## src/rtl/alu_share_arb.sv

```systemverilog
// Two-requester arbiter sharing one 4-bit add/sub unit; one operation in flight at a time,
// result held in a per-requester response buffer until the response handshake completes.

module adder (
    input  logic [3:0] i_a,
    input  logic [3:0] i_b,
    input  logic       cin,
    output logic [3:0] o_result,
    output logic       o_carry,
    output logic       o_overflow,
    output logic       zero
);
    logic [3:0] b_eff;
    logic [4:0] sum;

    // Subtraction negates b first, so a-0 yields carry=0.
    always_comb begin
        b_eff      = (cin ? ~i_b : i_b) + {3'b000, cin};
        sum        = {1'b0, i_a} + {1'b0, b_eff};
        o_result   = sum[3:0];
        o_carry    = sum[4];
        o_overflow = (i_a[3] == b_eff[3]) && (sum[3] != i_a[3]);
        zero       = (sum[3:0] == 4'd0);
    end
endmodule

module alu_share_arb #(
    parameter bit RR_EN = 1'b1
) (
    input  logic       clk,
    input  logic       rst_n,
    input  logic       req0_valid,
    output logic       req0_ready,
    input  logic [3:0] req0_a,
    input  logic [3:0] req0_b,
    input  logic       req0_sub,
    output logic       resp0_valid,
    input  logic       resp0_ready,
    output logic [3:0] resp0_result,
    output logic [2:0] resp0_flags,
    input  logic       req1_valid,
    output logic       req1_ready,
    input  logic [3:0] req1_a,
    input  logic [3:0] req1_b,
    input  logic       req1_sub,
    output logic       resp1_valid,
    input  logic       resp1_ready,
    output logic [3:0] resp1_result,
    output logic [2:0] resp1_flags,
    output logic       busy,
    output logic       grant_id
);
    typedef enum logic [1:0] {StIdle, StExec, StResp} state_e;

    state_e     state;
    logic       last_grant;
    logic [3:0] op_a;
    logic [3:0] op_b;
    logic       op_sub;
    logic       arb_grant;
    logic       resp_taken;
    logic [3:0] add_result;
    logic       add_carry;
    logic       add_overflow;
    logic       add_zero;

    adder u_adder (
        .i_a        (op_a),
        .i_b        (op_b),
        .cin        (op_sub),
        .o_result   (add_result),
        .o_carry    (add_carry),
        .o_overflow (add_overflow),
        .zero       (add_zero)
    );

    always_comb begin
        if (req0_valid && req1_valid) begin
            arb_grant = RR_EN ? ~last_grant : 1'b0;
        end else begin
            arb_grant = req1_valid;
        end
        req0_ready = (state == StIdle) && req0_valid && !arb_grant;
        req1_ready = (state == StIdle) && req1_valid && arb_grant;
        resp_taken = grant_id ? resp1_ready : resp0_ready;
    end

    always_ff @(posedge clk or negedge rst_n) begin
        if (!rst_n) begin
            state        <= StIdle;
            last_grant   <= 1'b1;
            op_a         <= 4'd0;
            op_b         <= 4'd0;
            op_sub       <= 1'b0;
            busy         <= 1'b0;
            grant_id     <= 1'b0;
            resp0_valid  <= 1'b0;
            resp0_result <= 4'd0;
            resp0_flags  <= 3'd0;
            resp1_valid  <= 1'b0;
            resp1_result <= 4'd0;
            resp1_flags  <= 3'd0;
        end else begin
            case (state)
                StIdle: begin
                    if (req0_valid || req1_valid) begin
                        op_a     <= arb_grant ? req1_a : req0_a;
                        op_b     <= arb_grant ? req1_b : req0_b;
                        op_sub   <= arb_grant ? req1_sub : req0_sub;
                        grant_id <= arb_grant;
                        busy     <= 1'b1;
                        state    <= StExec;
                    end
                end
                StExec: begin
                    if (grant_id) begin
                        resp1_valid  <= 1'b1;
                        resp1_result <= add_result;
                        resp1_flags  <= {add_carry, add_overflow, add_zero};
                    end else begin
                        resp0_valid  <= 1'b1;
                        resp0_result <= add_result;
                        resp0_flags  <= {add_carry, add_overflow, add_zero};
                    end
                    state <= StResp;
                end
                StResp: begin
                    if (resp_taken) begin
                        last_grant   <= grant_id;
                        busy         <= 1'b0;
                        resp0_valid  <= 1'b0;
                        resp0_result <= 4'd0;
                        resp0_flags  <= 3'd0;
                        resp1_valid  <= 1'b0;
                        resp1_result <= 4'd0;
                        resp1_flags  <= 3'd0;
                        state        <= StIdle;
                    end
                end
                default: state <= StIdle;
            endcase
        end
    end
endmodule

```

## config.mk

```make
export PLATFORM = sky130hd
export DESIGN_NAME = alu_share_arb
export DESIGN_NICKNAME = d
export VERILOG_FILES = /design/src/rtl/alu_share_arb.sv
export SDC_FILE = /design/constraint.sdc
export NUM_CORES = 1
export LEC_CHECK = 0
export BUFFER_PORTS_ARGS = -buffer_cell sky130_fd_sc_hd__buf_2
export CAP_MARGIN = 20
export CELL_PAD_IN_SITES_DETAIL_PLACEMENT = 1
export CELL_PAD_IN_SITES_GLOBAL_PLACEMENT = 2
export CORE_ASPECT_RATIO = 1.5
export CORE_UTILIZATION = 32
export DETAILED_ROUTE_END_ITERATION = 8
export HOLD_SLACK_MARGIN = 0.08
export PLACE_DENSITY_LB_ADDON = 0.1
export SYNTH_ARGS = -nofsm -noshare
export SYNTH_HDL_FRONTEND = slang
export SYNTH_SLANG_ARGS = --single-unit
```

## constraint.sdc

```tcl
create_clock -name clk -period 2.6 [get_ports clk]
set_input_delay 0.65 -clock clk [delete_from_list [all_inputs] [get_ports clk]]
set_output_delay 0.65 -clock clk [all_outputs]
set_load 0.01 [all_outputs]
```

* Word level (Yosys, flattened, before mapping)
Index checks and enable logic that the tools add are counted.
** Word-level totals
- Logic and storage cells :: 69
- Latch bits :: 0
- Memory bits (read-only) :: 0
- Output and inout bits :: 20
- Input bits :: 24
- Register bits after elaboration :: 30
- Memories :: 0
- RAM bits :: 0
** Cells by class
- Bitwise logic cells :: 2
- Mux-type cells :: 26
- Multipliers :: 0
- Reductions and logical operators :: 18
- $lt $le $gt $ge :: 0
- Eq/ne operators :: 8
- Shift operators :: 0
- Div/mod/pow operators :: 0
- $add $sub $neg :: 2
** Operators with widths (number)
- $mux 4 :: 6
- $pmux 4 s2 :: 2
- $pmux 3 s2 :: 2
- $mux 3 :: 3
- $reduce_and 3->1 :: 3
- $mux 1 :: 7
- $logic_and 1x1->1 :: 6
- $ne 2x2->1 const B :: 3
- $pmux 1 s2 :: 3
- $pmux 2 s3 :: 1
- $reduce_and 2->1 :: 3
- $add 4x4->5 :: 1
- $add 4x1->4 :: 1
- $logic_not 4->1 :: 1
- $mux 2 :: 2
- $not 4->4 :: 1
- $reduce_bool 2->1 :: 2
- $eq 2x1->1 const B :: 1
- $eq 2x2->1 const B :: 1
- $logic_not 2->1 :: 1
- $ne 2x1->1 const B :: 1
- $eq 1x1->1 :: 1
- $logic_not 1->1 :: 1
- $logic_or 1x1->1 :: 1
- other kinds (2) :: 2

* Depth between registers and ports, before layout
Gate-level depths: netlist of the first run.
- Depth after elaboration :: 8
- Depth in mapped cells :: 9
- Depth with buffers taken out :: 9

* By module
Synthesis of the first run repeated with hierarchy kept, for this count alone.
** Second synthesis, totals
- Cells, all modules :: 132
- Area, all modules :: 1694.1 um^2
** Modules (own cells, without submodules)
- alu_share_arb :: instances 1, area an instance 1380.1 um^2, sequential area each 752.0 um^2, cells each 94
- adder :: instances 1, area an instance 314.1 um^2, sequential area each 0.0 um^2, cells each 38

* Worst setup path after synthesis of the first run
No wires, ideal clock.
- Path kind :: register -> register
- Start point :: reg op_sub
- End point :: reg resp0_flags[0]
- Cell stages (with the launch flop) :: 9
- Arrival :: 2076 ps
- Period minus slack after synthesis :: 2143 ps
- Data required time :: 2533 ps
- Library setup time :: 67 ps
- Path slack :: 457 ps
- Buffers on the path :: 1
- Cells stage by stage :: dfrtp_1 -> clkbuf_1 -> xor2_1 -> ha_1 -> ha_1 -> a21o_1 -> a21oi_2 -> xor2_1 -> a32o_1
** Between the ends
- Word-level cells in the longest chain between the ends :: 6
** RTL lines
- from (decl) :: RTL line 59 : logic op_sub;
- from (signal assigned) :: RTL line 109 : op_sub <= arb_grant ? req1_sub : req0_sub;
- $mux 4 :: RTL line 18 : b_eff = (cin ? ~i_b : i_b) + {3'b000, cin};
- $add 4x1->4 (*) :: RTL line 18
- $add 4x4->5 (*) :: RTL line 19 : sum = {1'b0, i_a} + {1'b0, b_eff};
- $logic_not 4->1 (*) :: RTL line 23 : zero = (sum[3:0] == 4'd0);
- $mux 3 (*) :: RTL line 116 : if (grant_id) begin
- $pmux 3 s2 (*) :: RTL line 104 : case (state)
- to (signal assigned) :: RTL line 123 : resp0_flags <= {add_carry, add_overflow, add_zero};
- to (decl) :: RTL line 40 : output logic [2:0] resp0_flags,
Mark *: on every way between the ends. The rest lies on a longest branch, timed or not. The select of a mux whose other input is x is not followed.
A chain may end at the register's enable or synchronous reset.

* Worst setup path after layout of the first run
- Start point :: reg op_sub
- End point :: reg resp1_flags[0]
** Between the ends
- Word-level cells in the longest chain between the ends :: 6
** RTL lines
- $mux 4 :: RTL line 18
- $add 4x1->4 (*) :: RTL line 18
- $add 4x4->5 (*) :: RTL line 19
- $logic_not 4->1 (*) :: RTL line 23
- $mux 3 (*) :: RTL line 116
- $pmux 3 s2 (*) :: RTL line 104
- to (signal assigned) :: RTL line 119 : resp1_flags <= {add_carry, add_overflow, add_zero};
- to (decl) :: RTL line 49 : output logic [2:0] resp1_flags,
Marked as above.

==> flow_metrics.tcl, run 1 <==
set metrics [dict create \
    die_h_um 86.0 \
    cts_hold_buffers 0 \
    crit_path_top_delay_cell "dfrtp_1" \
    rsz0062_at_grt "no" \
    cts.sinks 30 \
    fillers 536 \
    finalCritPeriodShare_pct 88.0 \
    fin_skew_ns 0.00304 \
    ys_seq_elements 30 \
    grt_pass1_wl_um 5910 \
    leakage_uw 0.000921 \
    port_buffers 43 \
    die_w_um 58.0 \
    path_common_cell "ha_1" \
    htreeDepth 2 \
    status "finished, violations left" \
    power_uw 2890 \
    core_area_um2 4500 \
    required_ns 2.76 \
    synth_edf_count 0 \
    fmax_mhz 437 \
    crit_arrival_ns 2.45 \
    clk_pin_slew_ns 0.06 \
    hp-class "in -> async" \
    netlist_area_um2 1500 \
    worstMarginPinSlew_ns 0.667 \
    finalMaxSlewViolations 0 \
    cp_top_family "adder cells" \
    crit_fanout 7 \
    synth_ff_type "dfrtp_1" \
    hold_violations 0 \
    cts_tree "done" \
    area_growth_pct 23.6 \
    syn-num-nets 166 \
    rrSetupSlack_ns 0.31 \
    drc 5 \
    grt_max_degree 31 \
    relSlewSlack_pct 55.5 \
    reg2reg_from "op_sub$_DFFE_PN0P_" \
    wirelength_um 3450 \
    final-seq-area_um2 752 \
    avgSynthCellArea_um2 11.1 \
    reg2regPathDepth 7 \
    cap_violations 0 \
    design_area_um2 1860 \
    viasPerCell 5.16 \
    ys_warn_count 0 \
    finalSetupTns_ns 0 \
    setup_viol 0 \
    dieArea_um2 4980 \
    power_density_nw_per_um2 1550 \
    placedInstanceArea_um2 1770 \
    vdd.ir_drop.worst_v 0.000514 \
    criticalPathCategory "reg -> reg" \
    ys_seq_area_share_pct 50.0 \
    crit_path_max_incr_delay_ns 0.47 \
    row_count 30 \
    clockBufferDepth 2 \
    netlist_instances 135 \
    worstSkewPairLatency_ns 0.28 \
    critical_path_depth 7 \
    ys_types 33 \
    hpwl_um 2710 \
    io_pins 44 \
    dr.pass1.iters 6 \
    vias 1192 \
    utilization_pct 41.3 \
    ant_nets 0 \
    antenna_found_initial 0 \
    crit_chain "ha_1 > xnor2_1 > ha_1 > fa_1 > xor2_1 > nor3_1 > a32o_1" \
    grt_pass1_vias 1281 \
    initial_utilization_pct 33.4 \
    multi_input_area_um2 722 \
    grt-ovfl-total 0 \
    routedWlPerCell_um 14.9 \
    gp_congestion 0.681 \
    grt_util_all_layers_pct 15.8 \
    cts-resized-gates 0 \
    r2r_end "resp1_flags[0]$_DFFE_PN0P_" \
    drtIter0Drc 29 \
    violations "design-rule violations" \
    fin_nets 213 \
    post_cts_buffers 0 \
    synthArstFlopShare_pct 100 \
    antenna_cells 0 \
    worst_setup_path_end_kind "flip-flop" \
    period_needed_ns 2.29 \
    startpoint_type "flip-flop" \
    dp_cells 223 \
    drive_gt1_share_pct 33.3 \
    numCtsBuffers 5 \
    worst-path-buf-inv 0 \
    fin_cells 231 \
    root_buffer "clkbuf_8" \
]
==> synth_stat cells (all sizes together), types with 3 or more instances <==
library cell   n  share of area (%)
xor2           4                2.3
mux2i          9                6.0
inv            3               0.75
dfrtp         29                 48
a32o           4                2.7
a22o           7                4.1
xnor2          4                2.3
ha             6                5.0
o2bb2ai        4                2.3
nand2          8                2.0
a21oi         15                5.2
buf            3                1.0
nor2          19                6.4
a21o           3                1.5
==> layout by cell type (no fill, tap or decap), types with 2 or more instances in the layout <==
cell type and count:
xor2_1 4, nand2_1 8, inv_1 2, nor2_1 15, nor2_4 3, mux2i_1 9
nand2b_1 2, clkbuf_8 6, a22o_1 7, a21o_1 3, dfrtp_1 29, a32o_1 4
o2bb2ai_1 4, a21oi_1 14, buf_2 43, xnor2_1 4, ha_1 6, o21bai_1 2
==> cell type report <==
| cell class | instances | area share, % |
|---|---|---|
| timing repair buffer | 44 | 12.0 |
| clock inverter | 1 | 0.269 |
| tap | 48 | 3.23 |
| multi-input combinational | 98 | 38.8 |
| clock buffer | 7 | 4.64 |
| inverter | 3 | 0.606 |
| sequential | 30 | 40.4 |
==> cell families after synthesis <==
| group | Yosys count | synth area share [%] |
|---|---|---|
| adder cells (fa/ha/maj) | 7 | 6.32 |
| XOR/XNOR | 8 | 4.66 |
| buffers and inverters | 7 | 2.00 |
| AND/OR/NAND/NOR | 34 | 11.6 |
| AO/OA/AOI/OAI | 39 | 18.5 |
| flip-flops | 30 | 50.0 |
| multiplexers | 10 | 6.99 |
==> worst max-delay path by stage <==
stage | startpoint | to
after floorplan | op_sub$_DFFE_PN0P_ | resp0_flags[0]$_DFFE_PN0P_
after global placement | op_sub$_DFFE_PN0P_ | resp0_flags[0]$_DFFE_PN0P_
after detailed placement | op_sub$_DFFE_PN0P_ | resp0_flags[0]$_DFFE_PN0P_
after CTS | op_sub$_DFFE_PN0P_ | resp1_flags[0]$_DFFE_PN0P_
after global routing | op_sub$_DFFE_PN0P_ | resp0_flags[0]$_DFFE_PN0P_
final | op_sub$_DFFE_PN0P_ | resp1_flags[0]$_DFFE_PN0P_
==> flip-flops by register name (all words and copies together), names as in the netlist <==
signal        count
busy              1
op_sub            1
state             2
op_b              4
resp1_valid       1
resp0_valid       1
resp1_flags       3
grant_id          1
op_a              4
resp1_result      4
resp0_flags       3
last_grant        1
resp0_result      4
==> stage by stage <==
| stage | hold slack [ns] | setup slack (ns) |
|---|---|---|
| 2_1_floorplan | 0.354 | 0.457 |
| 3_3_place_gp | 0.463 | 0.395 |
| 3_5_place_dp | 0.468 | 0.335 |
| 4_1_cts | 0.425 | 0.309 |
| 5_1_grt | 0.444 | 0.156 |
| 6_report | 0.401 | 0.312 |
==> per-layer routing <==
layer  GRT usage [%]  up-vias  wire (um)
li1                -      571          -
met2            29.3       29       1910
met1            16.2      587       1350
met3            4.68        5        132
met5               0        -          0
met4            6.28        0         60
==> where the power goes <==
| group | leakage, uW | total (uW) | internal (uW) | switching (uW) |
|---|---|---|---|---|
| combinational | 0.000511 | 1650 | 723 | 928 |
| clock | 0.0000482 | 385 | 213 | 172 |
| sequential | 0.000362 | 853 | 674 | 178 |
No activity file was read; power rests on OpenSTA's default activity.
==> run 2, diff against run 1 <==
- BUFFER_PORTS_ARGS: -buffer_cell sky130_fd_sc_hd__buf_2 -> default
- CORE_UTILIZATION: 32 -> 38
- DONT_BUFFER_PORTS: default -> 1
==> flow_metrics.tcl, run 2 (synthesis gave the netlist of run 1 again) <==
set metrics [dict create \
    fin_nets 171 \
    final_common_cell "dfrtp_1" \
    worstSkewPairLatency_ns 0.27 \
    row_count 27 \
    port_buffers 0 \
    setup_viol 0 \
    die_w_um 53.4 \
    vdd.ir_drop.worst_v 0.000751 \
    core_area_um2 3720 \
    layout_common_cells "dfrtp_1 (29), nor2_1 (15), a21oi_1 (14), mux2i_1 (9), nand2_1 (8)" \
    status "complete, no violations" \
    antenna_cells 0 \
    routedWlPerCell_um 17.5 \
    hold_violations 0 \
    die_h_um 79.1 \
    crit_path_top_delay_cell "dfrtp_1" \
    critical_path_depth 7 \
    cts_tree "done" \
    required_ns 2.76 \
    startpoint_type "flip-flop" \
    rsz0062_at_grt "no" \
    initial_utilization_pct 40.5 \
    htreeDepth 2 \
    worst_setup_path_end_kind "flip-flop" \
    fillers 420 \
    root_buffer "clkbuf_8" \
    cts-resized-gates 0 \
    grt_pass1_wl_um 5260 \
    setup.worst_path.start "op_sub$_DFFE_PN0P_" \
    crit_chain "ha_1 > xnor2_1 > ha_1 > fa_1 > xor2_1 > nor3_1 > a32o_1" \
    cap_violations 0 \
    finalCritPeriodShare_pct 88.2 \
    crit_path_max_incr_delay_ns 0.47 \
    reg2regPathDepth 7 \
    worstMarginPinSlew_ns 0.676 \
    viasPerCell 5.54 \
    criticalPathCategory "reg -> reg" \
    clockBufferDepth 2 \
    hp-class "in -> async" \
    grt_max_degree 30 \
    crit_fanout 7 \
    power_density_nw_per_um2 1680 \
    post_cts_buffers 0 \
    dr.pass1.iters 4 \
    crit_end "resp0_flags[0]$_DFFE_PN0P_" \
    multi_input_area_um2 722 \
    leakage_uw 0.000746 \
    drtIter0Drc 6 \
    drive_gt1_share_pct 13.5 \
    fmax_mhz 436 \
    cts.sinks 30 \
    finalMaxSlewViolations 0 \
    finalSetupTns_ns 0 \
    io_pins 44 \
    grt_pass1_vias 1080 \
    path_common_cell "ha_1" \
    final-seq-area_um2 752 \
    gp_congestion 0.733 \
    fin_ws_ns 0.307 \
    area_growth_pct 10.2 \
    cp_top_family "adder cells" \
    rrSetupSlack_ns 0.31 \
    ant_nets 0 \
    vias 1019 \
    hpwl_um 2410 \
    drc 0 \
    wirelength_um 3210 \
    antenna_found_initial 0 \
    grt-ovfl-total 0 \
    worst-path-buf-inv 0 \
    numCtsBuffers 5 \
    r2r_end "resp0_flags[0]$_DFFE_PN0P_" \
    relSlewSlack_pct 54.9 \
    crit_arrival_ns 2.46 \
    reg2reg_from "op_sub$_DFFE_PN0P_" \
    fin_skew_ns 0.00320 \
    place_ws_ns 0.300 \
    dieArea_um2 4220 \
    clk_pin_slew_ns 0.06 \
    period_needed_ns 2.29 \
    grt_util_all_layers_pct 17.2 \
]
-- run 2: cell types whose count changed in the layout (fill, tap and decap cells not counted) --
cell	change
buf_2	-43
buf_12	+1
-- run 2: worst register-to-register path: stages (launching register included) --
cell and delay [ns]:
dfrtp_1 0.47, ha_1 0.32, xnor2_1 0.14, ha_1 0.22, fa_1 0.41, xor2_1 0.26, nor3_1 0.10, a32o_1 0.26
-- run 2: per-layer routing --
| metal | global-route usage, % | routed length, um | up-vias | share of wire [%] |
|---|---|---|---|---|
| li1 | - | - | 486 | - |
| met1 | 18.6 | 1290 | 500 | 40 |
| met2 | 30.6 | 1740 | 28 | 54 |
| met3 | 4.41 | 129 | 5 | 4.0 |
| met4 | 6.32 | 44 | 0 | 1.4 |
| met5 | 0 | 0 | - | 0 |
-- run 2: metrics by stage --
| stage | util (%) | instance area (um^2) | hold slack (ns) | std cells | power [uW] |
|---|---|---|---|---|---|
| floorplan | - | 1500 | 0.354 | 135 | 2080 |
| global placement | 41.6 | 1550 | 0.355 | 175 | 2350 |
| detailed placement | 41.6 | 1550 | 0.355 | 175 | 2420 |
| CTS | 44.6 | 1660 | 0.195 | 184 | 2830 |
| global route | 44.6 | 1660 | 0.192 | 184 | 3050 |
| finish | 44.6 | 1660 | 0.195 | 184 | 2780 |
-- run 2: worst min path at each step --
stage                                        to  slack (ns)
floorplan                      busy$_DFFE_PN0P_        0.35
global placement    resp1_result[1]$_DFFE_PN0P_        0.35
detailed placement  resp1_result[1]$_DFFE_PN0P_        0.35
CTS                  resp0_flags[0]$_DFFE_PN0P_        0.20
global route         resp1_flags[0]$_DFFE_PN0P_        0.19
finish               resp0_flags[0]$_DFFE_PN0P_        0.19
-- run 2: final cells by class --
class / count / share of cell area, %
Sequential cell: 30 / 45.4
Tap cell: 43 / 3.25
Clock inverter: 1 / 0.302
Clock buffer: 7 / 5.21
Multi-Input combinational cell: 98 / 43.5
Timing Repair Buffer: 2 / 1.66
Inverter: 3 / 0.679
-- run 2: where the power goes --
| group | internal, uW | leakage [uW] | switching [uW] |
|---|---|---|---|
| sequential | 675 | 0.000362 | 240 |
| clock | 213 | 0.0000482 | 165 |
| combinational | 647 | 0.000336 | 844 |
| total | 1540 | 0.000746 | 1250 |
-- run 2: repair_timing --
item | 4_1_cts | 5_1_grt
endpoints found under the hold margin | 29 | 0
endpoints found under the setup margin | 0 | 0
hold buffers | 1 | 0
